`src/rtl/onehot_decoder_pkg.sv`:
```
// Shared types and helpers for the binary-to-one-hot decoder and its encoder-side checkers.
package onehot_decoder_pkg;

  typedef enum logic [0:0] {IDLE, DRIVE} state_e;

  localparam int unsigned MaxCodeW = 8;
  localparam int unsigned MaxOutW  = 2 ** MaxCodeW;

  // Callers truncate the result to their own OUT_W.
  function automatic logic [MaxOutW-1:0] decode_onehot(input logic [MaxCodeW-1:0] code);
    return MaxOutW'(1) << code;
  endfunction

endpackage

```
`src/rtl/onehot_decoder_pend_slot.sv`:
```
// One-entry pending code register; in_ready is high whenever the slot is empty.
module decoder_pend_slot
  import onehot_decoder_pkg::*;
#(
  parameter int unsigned CODE_W = 2
) (
  input  logic              clk,
  input  logic              rst_n,
  input  logic              wr,
  input  logic              rd,
  input  logic [CODE_W-1:0] wr_code,
  output logic [CODE_W-1:0] pend_code,
  output logic              pend_valid,
  output logic              in_ready
);

  logic              valid_q;
  logic [CODE_W-1:0] code_q;

  // wr and rd are never both set: wr needs an empty slot, rd a full one.
  always_ff @(posedge clk or negedge rst_n) begin
    if (!rst_n) begin
      valid_q <= 1'b0;
      code_q  <= '0;
    end else if (wr) begin
      valid_q <= 1'b1;
      code_q  <= wr_code;
    end else if (rd) begin
      valid_q <= 1'b0;
    end
  end

  assign pend_code  = code_q;
  assign pend_valid = valid_q;
  assign in_ready   = !valid_q;

endmodule

```
`src/rtl/onehot_decoder.sv`:
```
// Sequential binary-to-one-hot decoder: each accepted code drives its line for HOLD cycles,
// with a one-entry pending slot so back-to-back codes come out without gaps.
module onehot_decoder
  import onehot_decoder_pkg::*;
#(
  parameter int unsigned CODE_W = 2,
  parameter int unsigned OUT_W  = 2 ** CODE_W,
  parameter int unsigned HOLD   = 4
) (
  input  logic              clk,
  input  logic              rst_n,
  input  logic              in_valid,
  output logic              in_ready,
  input  logic [CODE_W-1:0] in_code,
  output logic [OUT_W-1:0]  out_onehot,
  output logic              out_valid,
  output logic              busy,
  output logic [7:0]        dec_count
);

  if (HOLD < 1) begin : g_hold_chk
    $error("onehot_decoder: HOLD must be at least 1");
  end
  if (OUT_W != 2 ** CODE_W) begin : g_outw_chk
    $error("onehot_decoder: OUT_W is derived and must equal 2**CODE_W");
  end
  if (CODE_W > MaxCodeW) begin : g_codew_chk
    $error("onehot_decoder: CODE_W exceeds package limit");
  end

  localparam int unsigned HoldW = (HOLD > 1) ? $clog2(HOLD) : 1;
  localparam logic [HoldW-1:0] HoldLast = HoldW'(HOLD - 1);

  state_e            state_q;
  logic [HoldW-1:0]  hold_q;
  logic [OUT_W-1:0]  out_q;
  logic              valid_q;
  logic [7:0]        count_q;

  logic              xfer;
  logic              last_cycle;
  logic              pend_wr;
  logic              pend_rd;
  logic              load;
  logic [CODE_W-1:0] load_code;
  logic [CODE_W-1:0] pend_code;
  logic              pend_valid;

  decoder_pend_slot #(
    .CODE_W(CODE_W)
  ) u_pend (
    .clk       (clk),
    .rst_n     (rst_n),
    .wr        (pend_wr),
    .rd        (pend_rd),
    .wr_code   (in_code),
    .pend_code (pend_code),
    .pend_valid(pend_valid),
    .in_ready  (in_ready)
  );

  always_comb begin
    xfer       = in_valid && in_ready;
    last_cycle = (state_q == DRIVE) && (hold_q == '0);
    pend_wr    = xfer && (state_q == DRIVE) && (hold_q != '0);
    pend_rd    = last_cycle && pend_valid;
    // A full slot always wins the reload; in_ready is low then, so xfer cannot also fire.
    load       = ((state_q == IDLE) && xfer) || (last_cycle && (pend_valid || xfer));
    load_code  = pend_valid ? pend_code : in_code;
  end

  always_ff @(posedge clk or negedge rst_n) begin
    if (!rst_n) begin
      state_q <= IDLE;
      hold_q  <= '0;
      out_q   <= '0;
      valid_q <= 1'b0;
      count_q <= '0;
    end else if (load) begin
      state_q <= DRIVE;
      hold_q  <= HoldLast;
      out_q   <= OUT_W'(decode_onehot(MaxCodeW'(load_code)));
      valid_q <= 1'b1;
      count_q <= count_q + 8'd1;
    end else begin
      unique case (state_q)
        IDLE: begin
          out_q   <= '0;
          valid_q <= 1'b0;
        end
        DRIVE: begin
          if (hold_q != '0) begin
            hold_q <= hold_q - 1'b1;
          end else begin
            state_q <= IDLE;
            out_q   <= '0;
            valid_q <= 1'b0;
          end
        end
        default: state_q <= IDLE;
      endcase
    end
  end

  assign out_onehot = out_q;
  assign out_valid  = valid_q;
  assign busy       = valid_q || pend_valid;
  assign dec_count  = count_q;

endmodule

```
`config.mk`:
```
export PLATFORM = sky130hd
export DESIGN_NAME = onehot_decoder
export DESIGN_NICKNAME = d
export VERILOG_FILES = /design/src/rtl/onehot_decoder_pkg.sv /design/src/rtl/onehot_decoder_pend_slot.sv /design/src/rtl/onehot_decoder.sv
export SDC_FILE = /design/constraint.sdc
export NUM_CORES = 1
export LEC_CHECK = 0
export CAP_MARGIN = 20
export CORE_UTILIZATION = 51
export DETAILED_ROUTE_END_ITERATION = 10
export PLACE_DENSITY_LB_ADDON = 0.15
export SETUP_SLACK_MARGIN = 0.02
export SLEW_MARGIN = 20
export SYNTH_ARGS = -nofsm -noshare
export SYNTH_HDL_FRONTEND = slang
export SYNTH_SLANG_ARGS = --single-unit
```
`constraint.sdc`:
```
create_clock -name clk -period 2.3 [get_ports clk]
set_input_delay 0.23 -clock clk [delete_from_list [all_inputs] [get_ports clk]]
set_output_delay 0.23 -clock clk [all_outputs]
set_load 0.01 [all_outputs]
```
==> results of run 1 <==
## cell usage in the layout, fill, tap and decap left out
cell	instances
dfrtp_1	19
clkdlybuf4s50_1	19
nand2_1	7
xnor2_1	6
inv_1	5
nor2_1	4
a21oi_1	4
mux2_2	3
o21ai_0	3
nand4_1	3
clkbuf_4	3
nor2b_1	2
nand3_1	2
a22o_1	2
ha_1	2
or2_2	1
nand2b_4	1
o21ai_1	1
a21oi_2	1
xor2_1	1
or2b_1	1
a2bb2oi_1	1
o32ai_1	1
mux2i_1	1
a211oi_4	1
o21a_1	1
and4_1	1
clkinv_2	1
buf_4	1
## critical path, delay by kind of cell, from the launching register on
family | cells | cell delay, ns
compound gates | 1 | 0.12
fa+ha+maj | 1 | 0.24
buf+inv | 1 | 0.05
flops | 1 | 0.38
mux | 1 | 0.31
simple gates | 1 | 0.64
## metrics by stage
stage          setup WS, ns    util  power (mW)
3_3_place_gp         0.5659  0.6956       1.209
5_1_grt              0.3539  0.7135       1.479
3_5_place_dp         0.4732  0.6956       1.229
6_report             0.4536  0.7135       1.390
4_1_cts              0.4526  0.7135       1.399
2_1_floorplan        0.8335       -      0.9961
## how the worst max path moves through the flow
stage                          from            end  slack (ns)  cells after the start
after floorplan           hold_q[0]   dec_count[1]        0.83                      6
after global placement    hold_q[0]   dec_count[1]        0.57                      5
after detailed placement  hold_q[0]   dec_count[1]        0.47                      5
after CTS                 hold_q[0]   dec_count[1]        0.45                      5
after global routing      hold_q[0]  out_onehot[2]        0.35                      6
final                     hold_q[0]   dec_count[1]        0.45                      5
## Yosys cell counts, types with 2 or more instances
cell	n
a21oi_1	4
a22o_1	2
buf_4	2
dfrtp_1	19
ha_1	2
inv_1	5
mux2_2	3
nand2_1	7
nand3_1	2
nand4_1	3
nor2_1	4
nor2b_1	2
o21ai_0	3
xnor2_1	6
## metal layers
metal  vias up  track usage  wire, um
met5         -            0         0
met3         5      0.02553        63
li1        305            -         -
met4         0       0.1273        46
met1       303       0.2423       654
met2        19       0.3134       758
## power breakdown
part	leakage [nW]	internal, mW	switching [mW]
registers	0.235	0.461	0.128
logic	0.234	0.339	0.290
clock network	0.0177	0.0649	0.107
## registers in the layout, indices dropped and copies added (netlist names)
signal and flops:
dec_count 8, state_q 1, u_pend.pend_code 2, u_pend.pend_valid 1, out_valid 1, hold_q 2, out_onehot 4
## cell families (layout without fill, tap and decap cells)
kind of cell	Yosys count	count (layout)	synth area share
simple gates	22	22	0.1367
xor+xnor	7	7	0.07050
flops	19	19	0.5468
compound gates	15	15	0.1281
mux	4	4	0.05036
fa+ha+maj	2	2	0.02877
buf+inv	7	29	0.03885
## cell type report
class / instances / area [um^2] / share of cell area
Clock buffer: 3 / 22.52 / 0.02048
Clock inverter: 1 / 5.005 / 0.004551
Inverter: 5 / 18.77 / 0.01706
Multi-Input combinational cell: 50 / 360.3 / 0.3276
Sequential cell: 19 / 475.5 / 0.4323
Tap cell: 16 / 20.02 / 0.01820
Timing Repair Buffer: 20 / 197.7 / 0.1798
==> impl_metrics.yaml, run 1 <==
cts:
  cts_htree_levels: 1
  cts_root_buffer: "clkbuf_4"
  post_cts_resize_count: 0
  clock-sinks: 19
  clk_pin_slew_ns: 0.11
  cts_made_buffers: 3
  cts_hold_buf: 0
  clock_latency_ns: 0.30
  clk_path_buf_depth: 2
  post-cts-setup-buffer-count: 0
  cts_tree: "built"
routing:
  ant_nets: 0
  drtPass1Iterations: 4
  drc: 0
  wire_per_inst_um: 13.36
  drt-initial-drc-count: 11
  vias_per_cell: 5.544
  wl_um: 1523
  via_count: 632
worst_setup_path:
  rrSetupSlack_ns: 0.45
  reg2reg_to: "dec_count[1]"
  rr_startpoint: "hold_q[0]"
  path_cells: "inv_1, ha_1, nor2b_1, a21oi_2, mux2_2"
  cp.arrival_ns: 2.04
  start_kind: "flip-flop"
  crit_fanout: 10
  criticalPathCategory: "flip-flop to flip-flop"
  slowest_delay_ns: 0.64
  critPathCaptureType: "flip-flop"
  cp_slowest_cell: "nor2b_1"
  cp.required_ns: 2.50
  reg2regPathDepth: 5
die:
  die_h_um: 43.29
  die_w_um: 43.29
  initial_core_util: 0.5641
  die_area_um2: 1874
  coreArea_um2: 1541
  rows: 14
  io_pins: 20
sta:
  setup-tns-final_ns: 0
  finalSetupViolCount: 0
  hold_viol_final: 0
  skew_ns: 0.003662
  worstMarginPinSlew_ns: 0.7956
  maxSlewViolCount: 0
  rsz0062_at_grt: "no"
  max_freq_mhz: 541.6
  fin_hold_ws_ns: 0.2489
  fin_crit_sh: 0.8028
  min_period_ns: 1.846
  relSlewSlack: 0.4685
flow_run:
  max_cap_viol_count: 0
run_status:
  outcome: "completed"
place:
  placed_cell_area_um2: 1072
  dp_hpwl_um: 1128
  place_inst: 110
  gp_congestion: 0.8194
  io_buffers: 19
synthesis:
  postSynthCellCount: 76
  synth.distinct_cells: 26
  syn-num-nets: 83
  yosysWarningCount: 0
  yosys.area.top_type: "dfrtp_1"
  syn_area_per_cell_um2: 11.44
  synthArstFlopShare: 1.000
  syn_area_um2: 869.6
  synth_enable_flop_cells: 0
  ys_seq_area_frac: 0.5468
  ys_ff_latch: 19
  synth_area_leaders: "dfrtp_1 55%, xnor2_1 6.0%, mux2_2 3.9%"
  ys.flop_type: "dfrtp_1"
  synth.top_cell.area_share: 0.5468
layout:
  fin_area_um2: 1100
  nets: 106
  drive_above_1_share: 0.1224
  stdcell_count: 114
  fillers: 118
  antennaDiodeCount: 0
  area_growth_pct: 26.47
power_and_ir_drop:
  leakage_nw: 0.4865
  peakVddDrop_mv: 0.8095
  powerDensity_nw_per_um2: 1264
global_route:
  antenna_found_initial: 0
  grt_pass1_wl_um: 2608
  grt-ovfl-total: 0
  grt_start_max_net_pins: 20
  grt.total_usage: 0.1948
  grt_pass1_vias: 586
hold_path:
  min_path_type: "input pin to async pin"
Power figures use the tool's default switching activity.
==> run 2, diff against run 1 <==
CORE_UTILIZATION = 47   (was 51)
clock period = 1.7 ns   (was 2.3 ns; I/O delays follow)
==> run 2 against run 1 <==
Net effect: register-to-register slack lost 0.30 ns; worst setup slack got worse by 0.35 ns; sequential power is 32% higher; global-route usage shrank 1.8 points; total power grew 42%; sequential share of layout area fell by 1.8 points; highest routed layer unchanged.
==> impl_metrics.yaml, run 2 (same netlist as run 1, synthesis figures left out) <==
run_status:
  outcome: "completed"
cts:
  cts_htree_levels: 1
  cts_root_buffer: "clkbuf_4"
  cts_made_buffers: 3
  clk_path_buf_depth: 2
  clock-sinks: 19
  clk_pin_slew_ns: 0.10
  cts_tree: "built"
  clock_latency_ns: 0.30
  cts_hold_buf: 0
routing:
  wl_um: 1432
  vias_per_cell: 5.047
  ant_nets: 0
  drt-initial-drc-count: 5
  wire_per_inst_um: 11.28
  via_count: 641
  drtPass1Iterations: 2
  drc: 0
global_route:
  gr-usage-met2: 0.2870
  grt-ovfl-total: 0
  antenna_found_initial: 0
  use_met3: 0.02400
  grt_pass1_wl_um: 2490
  grt_use_met1: 0.2141
  grt_pass1_vias: 605
  grt_busiest_layer: "met2"
  grt.total_usage: 0.1766
  grt_start_max_net_pins: 20
die:
  initial_core_util: 0.5036
  io_pins: 20
  die_area_um2: 2026
  die_w_um: 45.02
  coreArea_um2: 1727
  die_h_um: 45.02
  rows: 15
power_and_ir_drop:
  powerDensity_nw_per_um2: 1717
  p_int_mw: 1.260
  combPwrFrac: 0.492
  power_switching_uw: 716.7
  peakVddDrop_mv: 0.9793
  sw_frac_of_total: 0.3625
  clkPwrFrac: 0.114
  seqPwrFrac: 0.394
  leakage_nw: 0.5042
place:
  io_buffers: 19
  dp_hpwl_um: 1061
  gp_congestion: 0.7793
layout:
  area_growth_pct: 32.37
  largest_register_ffs: 8
  drive_above_1_share: 0.1569
  mostFrequentLayoutCells: "18 x dfrtp_1, 18 x clkdlybuf4s50_1, 7 x nand2_1, 6 x xnor2_1"
  antennaDiodeCount: 0
  nets: 110
  fillers: 152
worst_setup_path:
  criticalPathCategory: "flip-flop to primary output"
  slowest_delay_ns: 0.52
  cp_num_buf_inv: 3
  crit_fanout: 3
  start_kind: "flip-flop"
  cp.required_ns: 1.53
  cp_slowest_cell: "clkdlybuf4s50_1"
  critPathCaptureType: "primary output"
  cp.arrival_ns: 1.42
  path_cells: "buf_4, inv_1, clkdlybuf4s50_1"
  crit_family: "buffers and inverters"
sta:
  min_period_ns: 1.593
  maxSlewViolCount: 0
  worstMarginPinSlew_ns: 0.3633
  rsz0062_at_grt: "no"
  fin_crit_sh: 0.9373
  hold_viol_final: 0
  skew_ns: 0.001202
  fin_hold_ws_ns: 0.1943
  max_freq_mhz: 627.6
  finalSetupViolCount: 0
  setup-tns-final_ns: 0
  relSlewSlack: 0.7570
hold_path:
  min_path_type: "input pin to async pin"
flow_run:
  max_cap_viol_count: 0
==> run 2: power by group through the flow <==
stage / clock network, mW / registers [mW] / logic [mW]
after floorplan: 0 / 0.820 / 0.528
after global placement: 0 / 0.798 / 0.873
after detailed placement: 0 / 0.802 / 0.887
after CTS: 0.233 / 0.783 / 0.968
after global routing: 0.253 / 0.806 / 1.07
final: 0.225 / 0.779 / 0.973
==> run 2: final timing paths <==
path | from | endpoint | slack [ns] | cells past startpoint
worst min register to register | hold_q[0] | hold_q[0] | 0.47 | 1
worst max register to register | hold_q[0] | dec_count[1] | 0.15 | 6
worst min-delay path | rst_n | dec_count[2] | 0.19 | 2
max in group asynchronous | rst_n | u_pend.pend_valid | 1.29 | 2
min in group clk | hold_q[0] | hold_q[0] | 0.47 | 1
worst max-delay path | u_pend.pend_valid | in_ready | 0.11 | 3
==> run 2: routing by layer <==
| layer | vias up | routed length (um) |
|---|---|---|
| met3 | 4 | 43 |
| met2 | 12 | 725 |
| met4 | 0 | 45 |
| li1 | 315 | - |
| met1 | 310 | 617 |
| met5 | - | 0 |
==> run 2: layout make-up <==
cell class	instances	area, um^2	area share
clock buffers	4	26.28	0.02283
flip-flops and latches	19	476.7	0.4141
well taps	25	31.28	0.02717
inverters	5	18.77	0.01630
multi-input cells	50	367.9	0.3196
repair buffers	24	230.2	0.2000
==> run 2: through the flow <==
step / power (mW) / worst slack, ns / instances / instance area (um^2) / utilization
after floorplan: 1.348 / 0.2335 / 76 / 869.6 / -
after global placement: 1.671 / 0.1859 / 121 / 1099 / 0.6362
after detailed placement: 1.689 / 0.1250 / 121 / 1099 / 0.6362
after CTS: 1.984 / 0.05481 / 127 / 1141 / 0.6609
after global routing: 2.135 / 0.02381 / 127 / 1151 / 0.6667
final: 1.977 / 0.1066 / 127 / 1151 / 0.6667
==> run 2: repair_timing <==
item,4_1_cts,5_1_grt
endpoints found under the hold margin,0,0
setup buffers,2,0
setup endpoints to repair,1,2
resized for setup,1,2
==> run 3, diff against run 2 <==
CAP_MARGIN = 40   (was 20)
==> results of run 3 <==
Final layout, timing and power as in run 2 (identical DEF).
